## config.mk

```make
export PLATFORM = sky130hd
export DESIGN_NAME = crc_stream
export DESIGN_NICKNAME = d
export VERILOG_FILES = /design/src/rtl/crc_stream.sv
export SDC_FILE = /design/constraint.sdc
export NUM_CORES = 1
export LEC_CHECK = 0
export CAP_MARGIN = 15
export CORE_ASPECT_RATIO = 1.4
export CORE_MARGIN = 5
export CORE_UTILIZATION = 45
export DETAILED_ROUTE_END_ITERATION = 6
export PLACE_DENSITY_LB_ADDON = 0.25
export SYNTH_ARGS = -nofsm -noshare
export SYNTH_HDL_FRONTEND = slang
export SYNTH_SLANG_ARGS = --single-unit
```

## constraint.sdc

```tcl
create_clock -name clk -period 4.7 [get_ports clk]
set_input_delay 0.94 -clock clk [delete_from_list [all_inputs] [get_ports clk]]
set_output_delay 0.94 -clock clk [all_outputs]
set_load 0.1 [all_outputs]
```

## src/rtl/crc_stream.sv

```systemverilog
// crc_stream: framed multi-lane reflected CRC engine with one-result-per-frame handshake
// and trailing-FCS residue check.
module crc_stream #(
    parameter int H = 32,
    parameter int W = 32,
    parameter logic [W-1:0] P = 'hEDB88320,
    parameter logic [W-1:0] INIT = {W{1'b1}},
    parameter logic [W-1:0] XOROUT = {W{1'b1}},
    parameter logic [W-1:0] RESIDUE = 'hDEBB20E3,
    localparam int L = H / 8,
    localparam int B = (L > 1) ? $clog2(L) : 1
) (
    input  logic         clk,
    input  logic         reset,
    input  logic         in_valid,
    output logic         in_ready,
    input  logic [H-1:0] d,
    input  logic         last,
    input  logic [B-1:0] nbytes,
    input  logic         abort,
    output logic         out_valid,
    input  logic         out_ready,
    output logic [W-1:0] crc,
    output logic         ok
);
    localparam logic [0:0] RUN = 1'b0;
    localparam logic [0:0] HOLD = 1'b1;

    function automatic logic [W-1:0] step(input logic [W-1:0] a, input logic b);
        return (a >> 1) ^ ((a[0] ^ b) ? P : '0);
    endfunction

    logic [0:0]   state;
    logic [W-1:0] q;
    logic [W-1:0] tap [0:H];
    logic [W-1:0] last_tap;

    assign tap[0] = q;
    for (genvar i = 0; i < H; i++) begin : g_bit
        assign tap[i+1] = step(tap[i], d[i]);
    end

    // Byte-boundary tap for the final beat; out-of-range nbytes falls back to a full beat.
    always_comb begin
        last_tap = tap[H];
        for (int k = 0; k < L; k++)
            if (int'(nbytes) == k) last_tap = tap[8*(k+1)];
    end

    always_ff @(posedge clk or posedge reset) begin
        if (reset) begin
            q <= INIT;
            state <= RUN;
        end else if (state == RUN) begin
            if (abort) begin
                q <= INIT;
            end else if (in_valid) begin
                q <= last ? last_tap : tap[H];
                if (last) state <= HOLD;
            end
        end else if (out_ready) begin
            q <= INIT;
            state <= RUN;
        end
    end

    assign in_ready = (state == RUN);
    assign out_valid = (state == HOLD);
    assign crc = q ^ XOROUT;
    assign ok = (q == RESIDUE);
endmodule

```

---- After elaboration in Yosys (flattened, before gate mapping) ----
Index checks and enable logic that the tools add are counted.
W data, S select, Z words.
storage, ports and cells
  register bits ........................... 33
  bits of input ports ..................... 40
  output and inout port bits .............. 35
  word-level logic and storage cells ...... 122
cells by class
  equality and inequality tests ........... 5
  muxes and demuxes ....................... 46
  bitwise gates (word level) .............. 66
  reduce and logical (&&, ||, !) cells .... 3
operators with widths
  cell                    number
  $mux W32                41
  $xor A31 B32 Y32        32
  $eq A32 B32 Y1 const B  1
  $not A32 Y32            1
  $xor A1 B1 Y1           32
  $mux W1                 5
  $eq A2 B2 Y1 const B    2
  $reduce_bool A3 Y1      1
  $eq A2 B1 Y1 const B    1
  $logic_not A2 Y1        1
  $ne A2 B2 Y1 const B    1
  $reduce_and A2 Y1       1
  $not A1 Y1              1

---- Depth between registers and ports, before layout ----
Gate-level depths: netlist (run 1).
  word-level depth ........................ 104
  depth in mapped cells ................... 13
  gate-level depth less buffers ........... 10

---- Least setup slack after synthesis (run 1) ----
OpenSTA, ideal clock, no wires.
  kind .................................... register -> output
  start ................................... register q[29]
  end ..................................... output ok
  arrival ................................. 4.507 ns
  data required time ...................... 3.760 ns
  setup slack ............................. -0.747 ns
  cell stages (with the launch flop) ...... 5
  buffers on the path ..................... 0
  cells stage by stage .................... dfstp_2 inv_1 nand4_1 or4_1 nor4_1
on the way
  cells in the longest elaborated chain, start to end .. 1
RTL lines
  element                 RTL line  RTL
  start, declared         34        logic [W-1:0] q;
  start signal, assigned  58        q <= last ? last_tap : tap[H];
  $eq A32 B32 Y1          70        assign ok = (q == RESIDUE);
  end, declared           24        output logic ok
Every way passes these cells.

---- Worst setup path in the final report (run 1) ----
  start ................................... input d[0]
  end ..................................... register q[26]
on the way
  cells in the longest elaborated chain, start to end .. 52
RTL lines
  element                           RTL line  RTL
  start, declared                   17        input logic [H-1:0] d,
  $xor A1 B1 Y1 *                   30        return (a >> 1) ^ ((a[0] ^ b) ? P : '0);
  $mux W32 *                        30
  $xor A31 B32 Y32 * (6 in series)  30
  $xor A1 B1 Y1                     30
  $mux W32                          30
  $xor A31 B32 Y32 * (2 in series)  30
  $xor A31 B32 Y32 (4 in series)    30
  $xor A1 B1 Y1                     30
  [23 not listed]                   --
  $xor A1 B1 Y1                     30
  $mux W32                          30
  $xor A31 B32 Y32 (2 in series)    30
  $mux W32 (4 in series)            47        if (int'(nbytes) == k) last_tap = tap[8*(k+1)];
  $mux W32 *                        58
  $mux W32 *                        57        end else if (in_valid) begin
  $mux W32 *                        55        if (abort) begin
  $mux W32 *                        54        end else if (state == RUN) begin
Every way passes the cells marked *; elsewhere a longest branch is shown, timed or not. The select of a mux whose other input is x is not followed.
A chain may end at the register's enable or synchronous reset.

==> flow_summary_export.csv, run 1 <==
group,metric,value,unit
run_status,status,"completed",
final_layout,antenna_cells,0,
clocking,cts_setup_buffers,0,
floorplan,ios,75,
clocking,clk_path_buf_depth,2,
place,dp_hpwl,24.6,mm
logic_synthesis,syn-cell-area,6590,um^2
grt,grt_use_total,0.334,
logic_synthesis,synth-seq-cells,33,
floorplan,die-area,17200,um^2
worst_hold_path,whs_path_depth,2,
clocking,numClockSinks,33,
logic_synthesis,netlist_instances,646,
grt,grt_max_degree,34,
timing,setup_viol,0,
timing,tightestPinTransition,1000,ps
place,place.gp.congestion,1.08,
setup_path,path_class,"input port to flip-flop",
setup_path,end_kind,"flip-flop",
clocking,clkSlewWorstSetupHoldPaths,60,ps
floorplan,die_h,153,um
grt,grt_pass1_vias,6275,
floorplan,core_area,14400,um^2
grt,grt_pass1_wl,41.9,mm
timing,period_needed,4620,ps
setup_path,cp_data_required_time,4910,ps
final_layout,fill_cells,1307,
grt,antenna_found_initial,0,
setup_path,cp_max_fo,7,
setup_path,rr_worst_depth,13,
logic_synthesis,yosysWarnings,0,
logic_synthesis,async_flop_share,1.00,
floorplan,num_rows,52,
clocking,numCtsBuffers,5,
routing,final_antenna_net_count,0,
final_layout,drive_gt1_frac,0.314,
clocking,htreeDepth,2,
timing,slew_headroom,0.330,
clocking,tritoncts,"built",
timing,period_share,0.984,
logic_synthesis,synthDistinctLibCells,48,
setup_path,arrival,4830,ps
place,io_buffer_count,74,
timing,hold_violations,0,
clocking,clock_latency,280,ps
routing,drt_iter0_markers,605,
timing,skew,4.95,ps
routing,wl_per_cell,26.8,um
setup_path,setup.worst_path.start_class,"input port",
floorplan,die_x,112,um
final_layout,area_growth,38.7,%
routing,drt_pass1_iterations,5,
floorplan,initial_core_util,0.456,
logic_synthesis,synth_ff_type,"dfstp_2",
job,maxCapViolCount,0,
routing,vias,6009,
timing,rsz0062_at_grt,"true",
logic_synthesis,yosysSeqAreaShare,0.131,
grt,gr-total-overflow,0,
timing,final.setup.tns,0,ps
timing,max_freq,0.216,GHz
clocking,holdBufCountCts,0,
final_layout,fin_nets,935,
routing,drt_wl_total,29.1,mm
logic_synthesis,synth_fp_nets,686,
clocking,cts.repair.resized,1,
worst_hold_path,min_path_type,"flip-flop to flip-flop",
routing,drc,0,
logic_synthesis,synth_edf_count,0,
clocking,cts-root-buf,"clkbuf_16",
routing,vias_per_cell,5.54,
logic_synthesis,synth.avg_cell_area,10.2,um^2
timing,drv_slew,0,
worst paths after layout:
kind	startpoint	end	slack (ps)
hold reg to reg	q[31]	q[31]	520
setup / recovery	d[0]	q[26]	80
min in group asynchronous	reset	out_valid	1060
hold / removal	q[31]	q[31]	520
setup reg to reg	q[0]	q[26]	580
max in group asynchronous	reset	q[4]	3290
cells in the final DEF (no fill, tap or decap), types with 5 or more instances in the layout:
| master | n |
|---|---|
| o22ai_1 | 12 |
| xnor3_2 | 10 |
| buf_4 | 201 |
| a221oi_1 | 5 |
| o22a_1 | 6 |
| o221ai_1 | 11 |
| a31oi_1 | 5 |
| a21oi_1 | 30 |
| xor3_1 | 15 |
| xnor3_1 | 54 |
| o21ai_0 | 22 |
| xor2_1 | 52 |
| xnor2_2 | 13 |
| clkbuf_16 | 5 |
| dfstp_2 | 32 |
| xor2_2 | 6 |
| clkdlybuf4s50_1 | 72 |
| inv_1 | 37 |
| nand2_1 | 36 |
| nor2_1 | 47 |
| xnor2_1 | 175 |
registers in the layout (all words and copies together) (netlist names):
register,count
q,32
out_valid,1
synth_stat cells, types with 5 or more instances:
| library cell | number | area, um^2 |
|---|---|---|
| xnor2_2 | 11 | 179 |
| dfstp_2 | 32 | 841 |
| o22a_1 | 6 | 52.6 |
| xor2_2 | 5 | 81.3 |
| a221oi_1 | 5 | 43.8 |
| nor4_1 | 5 | 31.3 |
| a21oi_1 | 30 | 150 |
| nor2_1 | 47 | 176 |
| nand2_1 | 36 | 135 |
| inv_1 | 37 | 139 |
| o221ai_1 | 11 | 96.3 |
| xnor3_2 | 7 | 166 |
| clkbuf_1 | 24 | 90.1 |
| xor3_1 | 15 | 357 |
| o22ai_1 | 12 | 75.1 |
| xnor3_1 | 57 | 1280 |
| a31oi_1 | 5 | 31.3 |
| xor2_1 | 53 | 464 |
| xnor2_1 | 177 | 1550 |
| o21ai_0 | 22 | 110 |
layer usage:
metal / part of all wire / vias up / GRT usage
met5: 0 / - / 0
li1: - / 2676 / -
met3: 0.068 / 95 / 0.0566
met4: 0.077 / 0 / 0.202
met1: 0.37 / 2920 / 0.402
met2: 0.48 / 318 / 0.556
per-stage QoR:
stage,instance area [um^2],std cells,utilization,hold WS (ps),setup slack [ps]
CTS,9120,1085,0.631,521,60.4
global route,9150,1085,0.633,533,-16.2
floorplan,6600,646,-,489,194
global placement,8940,1077,0.619,515,-185
finish,9150,1085,0.633,523,75.2
detailed placement,8940,1077,0.619,508,-284
worst max-delay path, cell delays in order:
cell             delay [ps]
clkdlybuf4s50_1         490
xor2_1                  310
buf_4                   190
xnor3_1                 430
xor2_2                  160
buf_4                   170
xnor2_2                 210
buf_4                   240
xnor3_1                 480
buf_4                   190
xnor2_1                 310
o221ai_1                290
a221oi_1                340
nor2_1                   70
final cells by class:
cell class	instances	area [um^2]	area share
Clock buffer	7	143	0.0156
Clock inverter	1	30.0	0.00328
Tap cell	189	236	0.0259
Timing Repair Buffer	275	2260	0.247
Sequential cell	33	866	0.0947
Inverter	37	139	0.0152
Multi-Input combinational cell	543	5470	0.598
cells by family after synthesis:
logic type                after synthesis  synth area share
buffers and inverters                  70            0.0440
AOI/OAI and AO/OA                     112             0.113
DFF                                    33             0.131
and+or+nand+nor                        96            0.0596
xor gates and xnor gates              332             0.648
muxes                                   3           0.00456
Power of run 1 is not shown: default switching activity piles up to over one toggle a cycle in this logic, so the estimate is an artifact.
==> inputs of run 2 (changes only) <==
--- a/config.mk
+++ b/config.mk
@@ -7,10 +7,11 @@
 export LEC_CHECK = 0
 export CAP_MARGIN = 15
 export CORE_ASPECT_RATIO = 1.4
-export CORE_MARGIN = 5
+export CORE_MARGIN = 2
 export CORE_UTILIZATION = 45
 export DETAILED_ROUTE_END_ITERATION = 6
 export PLACE_DENSITY_LB_ADDON = 0.25
+export SLEW_MARGIN = 20
 export SYNTH_ARGS = -nofsm -noshare
 export SYNTH_HDL_FRONTEND = slang
 export SYNTH_SLANG_ARGS = --single-unit
==> run 2 against run 1 <==
Compared with the run above:
- clock-buffer cell count down 2
- critical path depth shrank 3
- flip-flop and latch count unchanged
- first-iteration DRC count shrank 21%
- highest routed layer unchanged
==> flow_summary_export.csv, run 2 (synthesis results as in run 1) <==
group,metric,value,unit
run_status,status,"completed",
timing,worst_hold_slack,515,ps
final_layout,area_growth,37.5,%
final_layout,fill_cells,1209,
floorplan,num_rows,52,
final_layout,drive_gt1_frac,0.308,
routing,final_antenna_net_count,0,
grt,grt_use_total,0.373,
setup_path,cp_data_required_time,4910,ps
timing,slew_headroom,0.313,
timing,tightestPinTransition,1020,ps
setup_path,cp.depth,11,
grt,grt_pass1_wl,41.2,mm
setup_path,path_class,"input port to flip-flop",
clocking,clock_latency,290,ps
job,maxCapViolCount,0,
setup_path,rr_endpoint,"q[8]",
final_layout,largest_register_ffs,32,
timing,setup_ws,136,ps
setup_path,setup.worst_path.start_class,"input port",
clocking,numClockSinks,33,
grt,grt_max_degree,34,
worst_hold_path,holdPathEnd,"q[31]",
setup_path,cp_max_fo,4,
timing,max_freq,0.219,GHz
floorplan,die_x,106,um
routing,vias,5924,
final_layout,fin_nets,918,
routing,drt_iter0_markers,476,
clocking,numCtsBuffers,5,
clocking,cts-root-buf,"clkbuf_16",
final_layout,top_register,"q",
place,place.gp.congestion,1.01,
routing,drc,0,
routing,drt_wl_total,28.6,mm
routing,drt_pass1_iterations,5,
floorplan,core_area,14400,um^2
timing,hold_violations,0,
final_layout,final_cell_mix,"buf_4 (182), xnor2_1 (172), clkdlybuf4s50_1 (73), xnor3_1 (52), xor2_1 (52)",
setup_path,worstReg2RegStart,"q[1]",
place,preCtsSetupSlack,-239,ps
grt,grt_pass1_vias,6225,
setup_path,end_kind,"flip-flop",
timing,drv_slew,0,
clocking,clk_path_buf_depth,2,
worst_hold_path,whs_path_depth,2,
place,dp_hpwl,23.6,mm
setup_path,cp.buffers_inverters,1,
place,io_buffer_count,74,
final_layout,antenna_cells,0,
setup_path,critPathTopFamily,"XOR/XNOR gates",
floorplan,ios,75,
floorplan,die_h,147,um
clocking,clkSlewWorstSetupHoldPaths,60,ps
timing,period_share,0.971,
setup_path,slowest_stage,"clkdlybuf4s50_1",
final_layout,multi_input_area,5520,um^2
floorplan,die-area,15600,um^2
routing,vias_per_cell,5.55,
floorplan,initial_core_util,0.458,
routing,wl_per_cell,26.8,um
timing,rsz0062_at_grt,"false",
clocking,tritoncts,"built",
setup_path,slowest_delay,580,ps
worst_hold_path,min_path_type,"flip-flop to flip-flop",
grt,gr-total-overflow,0,
setup_path,worstPathCellList,"clkdlybuf4s50_1 > xnor3_1 > xnor3_2 > xnor2_4 > xnor3_2 > xnor3_2 > xnor3_2 > xnor2_4 > xnor3_1 > a221oi_2 > nor2_1",
final_layout,regArea,866,um^2
setup_path,arrival,4770,ps
worst_hold_path,hold_start,"q[31]",
clocking,holdBufCountCts,0,
timing,period_needed,4560,ps
timing,setup_viol,0,
final_layout,layout_commonest_cell,"buf_4",
clocking,htreeDepth,2,
setup_path,rrSetupSlack,640,ps
timing,skew,14.5,ps
setup_path,cp_common_cell,"xnor3_2",
grt,antenna_found_initial,0,
setup_path,rr_worst_depth,10,
run 2: cell types whose count changed in the layout (fill, tap and decap cells not counted), sizes merged:
cell	change
dlymetal6s2s	-1
bufinv	-1
clkbuf	-2
buf	-17
clkinvlp	+1
clkdlybuf4s50	+1
clkinv	+2
run 2: worst max path at each step:
stage                     slack [ps]  endpoint  from
after CTS                         30     q[17]  d[3]
after global routing               4     q[16]  d[3]
final                            140      q[8]  d[1]
after detailed placement        -240     q[17]  d[3]
after global placement          -250     q[17]  d[3]
after floorplan                  190      q[8]  d[7]
run 2: per-stage QoR:
step	utilization	setup TNS, ps	std cells	area, um^2
global route	0.630	0	1068	9060
finish	0.630	0	1068	9060
floorplan	-	0	646	6600
detailed placement	0.613	-3320	1058	8810
CTS	0.623	0	1066	8960
global placement	0.613	-1940	1058	8810
run 2: worst register-to-register path: cells and delay by family (launching register included):
kind	cells	cell delay, ps
AND/OR/NAND/NOR	1	60
AO/OA/AOI/OAI	1	240
flip-flops	1	650
XOR/XNOR	8	3030
run 2: repair_timing:
action,4_1_cts,5_1_grt
endpoints found under the setup margin,0,16
setup buffers,0,2
gates resized for setup,0,14
run 2: layout make-up:
| cell class | count | area share |
|---|---|---|
| Tap cell | 189 | 0.0261 |
| Clock buffer | 5 | 0.0138 |
| Clock inverter | 3 | 0.00193 |
| Multi-Input combinational cell | 543 | 0.609 |
| Timing Repair Buffer | 258 | 0.238 |
| Inverter | 37 | 0.0153 |
| Sequential cell | 33 | 0.0955 |
run 2: metal layers:
metal / routed length (um) / GRT usage
met3: 2330 / 0.0683
met1: 10400 / 0.441
met2: 13500 / 0.608
met4: 2490 / 0.259
met5: 0 / 0
Power of run 2 is left out for the same reason.
==> inputs of run 3 (changes only) <==
--- a/config.mk
+++ b/config.mk
@@ -5,6 +5,7 @@
 export SDC_FILE = /design/constraint.sdc
 export NUM_CORES = 1
 export LEC_CHECK = 0
+export ABC_CLOCK_PERIOD_IN_PS = 4700
 export CAP_MARGIN = 15
 export CORE_ASPECT_RATIO = 1.4
 export CORE_MARGIN = 2
==> results of run 3 <==
Final layout, timing and power as in run 2 (identical DEF).
Power of run 3 is left out for the same reason.
==> edit 1, RTL diff (settings of run 1) <==
Change the localparam `HOLD` from 1'b1 to 1'b0.
--- a/src/rtl/crc_stream.sv
+++ b/src/rtl/crc_stream.sv
@@ -24,7 +24,7 @@
     output logic         ok
 );
     localparam logic [0:0] RUN = 1'b0;
-    localparam logic [0:0] HOLD = 1'b1;
+    localparam logic [0:0] HOLD = 1'b0;
 
     function automatic logic [W-1:0] step(input logic [W-1:0] a, input logic b);
         return (a >> 1) ^ ((a[0] ^ b) ? P : '0);
Function: changed (Yosys sat finds a counterexample within 4 cycles, from zero or initial values and one cycle with reset high).
==> edit 1 against run 1 <==
  * Synthesized area fell by 4.3%
  * Utilization up 2.6 points
  * Die area fell by 3.9%
  * Final area fell by 0.15%
  * Cell count rose by 0.28%
  * Wire length shrank 5.5%
  * Sequential cell count stayed put
  * Setup slack worse by 6.6 ps
  * Clock skew increased by 0.62 ps
  * Critical endpoint is now q[3]$_DFFE_PP1P_
Power is not shown: default switching activity piles up to over one toggle a cycle in this logic, so the estimate is an artifact.
==> edit 1: results (changes against run 1) <==
Worst setup path
  • R2R Setup Slk: 400 ps (-180 ps)
  • WP data arrival: 4840 ps (about the same)
  • Crit-path max FO: 6 (-1)

Yosys
  • Synth top area cells: xnor2_1 (27%), dfstp_2 (13%), xnor3_1 (11%)
  • Post-synth top cells: xnor2_1 (195), nor2_1 (66), xor2_1 (45)
  • Syn Nets: 687 (+0.15%)
  • Synth Warn #: 0 (unchanged)
  • Synth Flop Type: dfstp_2
  • Sequential share of the synthesized area: 13.7% (+0.59 points)
  • Avg Cell Area, Syn: 9.75 um2 (-4.4%)
  • Netlist cell types: 47 (-2.1%)

Placement
  • Post-place instance area: 0.00856 mm2 (-4.3%)
  • GP Congestion: 0.969 (-10%)
  • DP HPWL: 22600 um (-7.8%)
  • Worst slack, placed: -603 ps (-319 ps)

Cells and area
  • Non-clk buf share: 24.7% (about the same)
  • Clk tree area frac: 1.89% (+0.0028 points)
  • Share of layout cells above drive strength 1: 36.3% (+5.0 points)
  • Final Net Count: 942 (+0.75%)
  • Multi-input logic portion of the cell area: 59.8% (about the same)
  • Comb_multi_in: 549 (+1.1%)
  • Fillers: 1168 (-11%)
  • Fin util: 65.9% (+2.6 points)
  • Post-route insts no fill: 1088 (+0.28%)
  • Non-Clock Buffer Count: 276 (+0.36%)

Detailed routing
  • WL met3: 1950 um (-0.97%)
  • DR vias: 5948 (-1.0%)
  • Met1 WL: 9880 um (-8.9%)
  • Routed wire length on met2: 13100 um (-6.2%)
  • Initial drt markers: 427 (-29%)

Global routing
  • Routing usage on met2: 56.3% (+0.73 points)
  • GR Layer Usage met1: 39.1% (-1.1 points)
  • Global-route usage over all layers: 33.7% (+0.25 points)
  • Met3 Usage GRT: 5.28% (-0.38 points)
  • Global-route wire length before repair: 39700 um (-5.2%)
  • Pin count of the biggest net entering global routing: 37 (+8.8%)
  • Vias in the first global route: 6279 (+0.064%)

Clock network
  • Clk Latency, worst-skew pair: 280 ps (about the same)
  • TritonCTS Sinks: 33 (unchanged)
  • CTS Buffer Depth: 2 (unchanged)

STA
  • Hold_ws: 507 ps (-16.1 ps)
  • Crit share post-route: 98.5% (+0.14 points)
  • Worst slew margin: 31.9% (-1.0 points)
  • Clock skew: 5.57 ps (+0.618 ps)

Die
  • Core ar.: 0.0138 mm2 (-4.1%)

Run status
  • Outcome: complete, no violations
## edit 1: changes by cell type in the layout (fill, tap and decap cells not counted), sizes merged, moves of 8 or more
| cell | run 1 | this run |
|---|---|---|
| nand2 | 36 | 22 |
| a221oi | 6 | 14 |
| nor2 | 47 | 66 |
| o21ai | 22 | 31 |
| xnor3 | 64 | 46 |
| xnor2 | 191 | 213 |
| xor3 | 16 | 8 |
## edit 1: worst max-delay path: stages
cell and delay (ps):
clkdlybuf4s50_1 480, xnor2_1 130, buf_4 190, buf_4 200, xnor3_1 380, xnor3_1 240, xnor3_2 340, xor2_4 190
xnor3_2 570, xnor2_2 230, xor2_1 230, xnor2_1 170, a221oi_2 340, buf_4 170, nor2_1 30
## edit 1: logic make-up after synthesis
| logic type | Yosys count | synth area share [%] |
|---|---|---|
| simple gates | 101 | 6.46 |
| buf+inv | 65 | 4.10 |
| xor+xnor | 324 | 62.6 |
| mux | 6 | 1.03 |
| compound gates | 118 | 12.1 |
| flops | 33 | 13.7 |
## edit 1: what timing repair did
item,CTS,global route
endpoints found under the setup margin,19,26
cloned,0,0
pin swaps,10,17
buffers inserted,5,13
resized for setup,22,21
endpoints found under the hold margin,0,0
## edit 1: final timing paths
| check | startpoint | to | depth (start not counted) |
|---|---|---|---|
| min in group asynchronous | reset | state$_DFF_PP0_ | 3 |
| hold / removal | q[18]$_DFFE_PP1P_ | q[18]$_DFFE_PP1P_ | 2 |
| setup reg to reg | q[1]$_DFFE_PP1P_ | q[3]$_DFFE_PP1P_ | 13 |
| max in group asynchronous | reset | q[12]$_DFFE_PP1P_ | 3 |
| setup / recovery | d[0] | q[3]$_DFFE_PP1P_ | 15 |
| hold reg to reg | q[18]$_DFFE_PP1P_ | q[18]$_DFFE_PP1P_ | 2 |
==> edit 2, RTL diff (flow settings as in run 1) <==
Made on the original files. Reset style: synchronous (`reset`), changed in one clocked block.
--- a/src/rtl/crc_stream.sv
+++ b/src/rtl/crc_stream.sv
@@ -47,7 +47,7 @@
             if (int'(nbytes) == k) last_tap = tap[8*(k+1)];
     end
 
-    always_ff @(posedge clk or posedge reset) begin
+    always_ff @(posedge clk) begin
         if (reset) begin
             q <= INIT;
             state <= RUN;
Behaviour: not the same (a bounded check fails within 4 cycles, from zero or initial values and one cycle with reset high; the reset may be asserted at any time).
==> edit 2 against run 1 <==
  * Sequential share of layout area is 2.4 points lower
  * Final area is 2.4% higher
  * Setup slack improved by 12 ps
  * Sequential cell count is the same
  * Via count is 0.97% higher
  * Wire length shrank 3.5%
  * Count of clock-buffer cells in the layout shrank 2
  * Synthesized area increased by 0.21%
  * Utilization is 1.6 points higher
  * First-iteration DRC count is 23% lower
  * Critical endpoint is now q[24]$_SDFFE_PP1P_
  * Highest routed layer unchanged
Power is not shown: default switching activity piles up to over one toggle a cycle in this logic, so the estimate is an artifact.
==> edit 2: results (changes against run 1) <==
Placement
  • GP Congestion: 1.05 (-2.7%)
  • Post-place instance area: 0.00900 mm2 (+0.63%)
  • DP HPWL: 23500 um (-4.1%)
  • Worst slack, placed: -558 ps (-274 ps)

Run status
  • Outcome: complete, no violations

Yosys
  • Syn Nets: 677 (-1.3%)
  • Synth async-reset ratio: 0% (-100 points)
  • Synth top area cells: xnor3_1 (24%), xnor2_1 (19%), dfxtp_1 (10%)
  • Synth Flop Type: dfxtp_1
  • Mux contribution to synthesized area: 0.473% (+0.018 points)
  • Sequential share of the synthesized area: 10.0% (-3.1 points)

Worst setup path
  • WP data arrival: 4840 ps (about the same)
  • FF-to-FF Start: q[3]$_SDFFE_PP1P_
  • Crit-path max FO: 4 (-3)
  • R2R Setup Slk: 480 ps (-100 ps)
  • Crit path from: d[1]
  • R2R depth: 12 (-1)
  • Setup crit end: q[24]$_SDFFE_PP1P_

STA
  • Clock skew: 3.40 ps (-1.56 ps)
  • Crit share post-route: 98.1% (-0.26 points)

Global routing
  • Global-route wire length before repair: 40400 um (-3.7%)
  • Pin count of the biggest net entering global routing: 37 (+8.8%)
  • Global-route usage over all layers: 31.8% (-1.6 points)
  • Vias in the first global route: 6348 (+1.2%)

Min path
  • Hold_sp: q[27]$_SDFFE_PP1P_
  • Hold Path Sink: q[27]$_SDFFE_PP1P_

Detailed routing
  • Initial drt markers: 467 (-23%)
  • Final WL: 28100 um (-3.5%)

Cells and area
  • Final Net Count: 938 (+0.32%)
  • Fillers: 1211 (-7.3%)
-- edit 2: cell count changes in the layout (fill, tap and decap cells not counted), sizes merged, moves of 5 or more --
| cell | before | now |
|---|---|---|
| xnor2 | 191 | 169 |
| o22ai | 12 | 25 |
| a211oi | 2 | 12 |
| xor3 | 16 | 9 |
| dfstp | 32 | 0 |
| a21oi | 30 | 42 |
| xnor3 | 64 | 80 |
| nand2 | 36 | 23 |
| buf | 202 | 208 |
| o22a | 6 | 1 |
| dfxtp | 0 | 33 |
-- edit 2: metrics by stage --
stage	std cells	hold slack (ps)
floorplan	637	440
global placement	1075	465
detailed placement	1075	503
CTS	1083	515
global route	1088	544
finish	1088	518
-- edit 2: layout make-up --
class | count | area [um2] | area share, %
multi-input cells | 541 | 5830 | 62.2
repair buffers | 280 | 2310 | 24.7
flip-flops and latches | 33 | 661 | 7.05
well taps | 189 | 236 | 2.52
inverters | 37 | 139 | 1.48
clock buffers | 5 | 125 | 1.34
clock inverters | 3 | 65.1 | 0.694
-- edit 2: metal layers --
metal	wire length [um]	global-route usage, %	share of wire (%)	up-vias
met2	13600	52.4	48	359
li1	-	-	-	2720
met4	2490	23.9	8.9	0
met1	9940	37.4	35	2884
met5	0	0	0	-
met3	2060	4.23	7.4	104
-- edit 2: critical path, stage by stage --
cell             delay [ps]
clkdlybuf4s50_1         510
xor2_2                  180
buf_4                   170
xnor3_1                 480
xnor2_2                 170
buf_4                   170
buf_4                   140
xnor2_2                 220
xnor3_2                 540
xnor2_4                 290
xnor2_4                 190
xnor3_1                 380
o221ai_2                290
o21a_1                  170
-- edit 2: repair_timing --
action / in CTS / in global routing
gates resized for setup: 9 / 22
buffers inserted: 0 / 5
endpoints found under the setup margin: 12 / 18
endpoints found under the hold margin: 0 / 0
pin swaps: 2 / 11
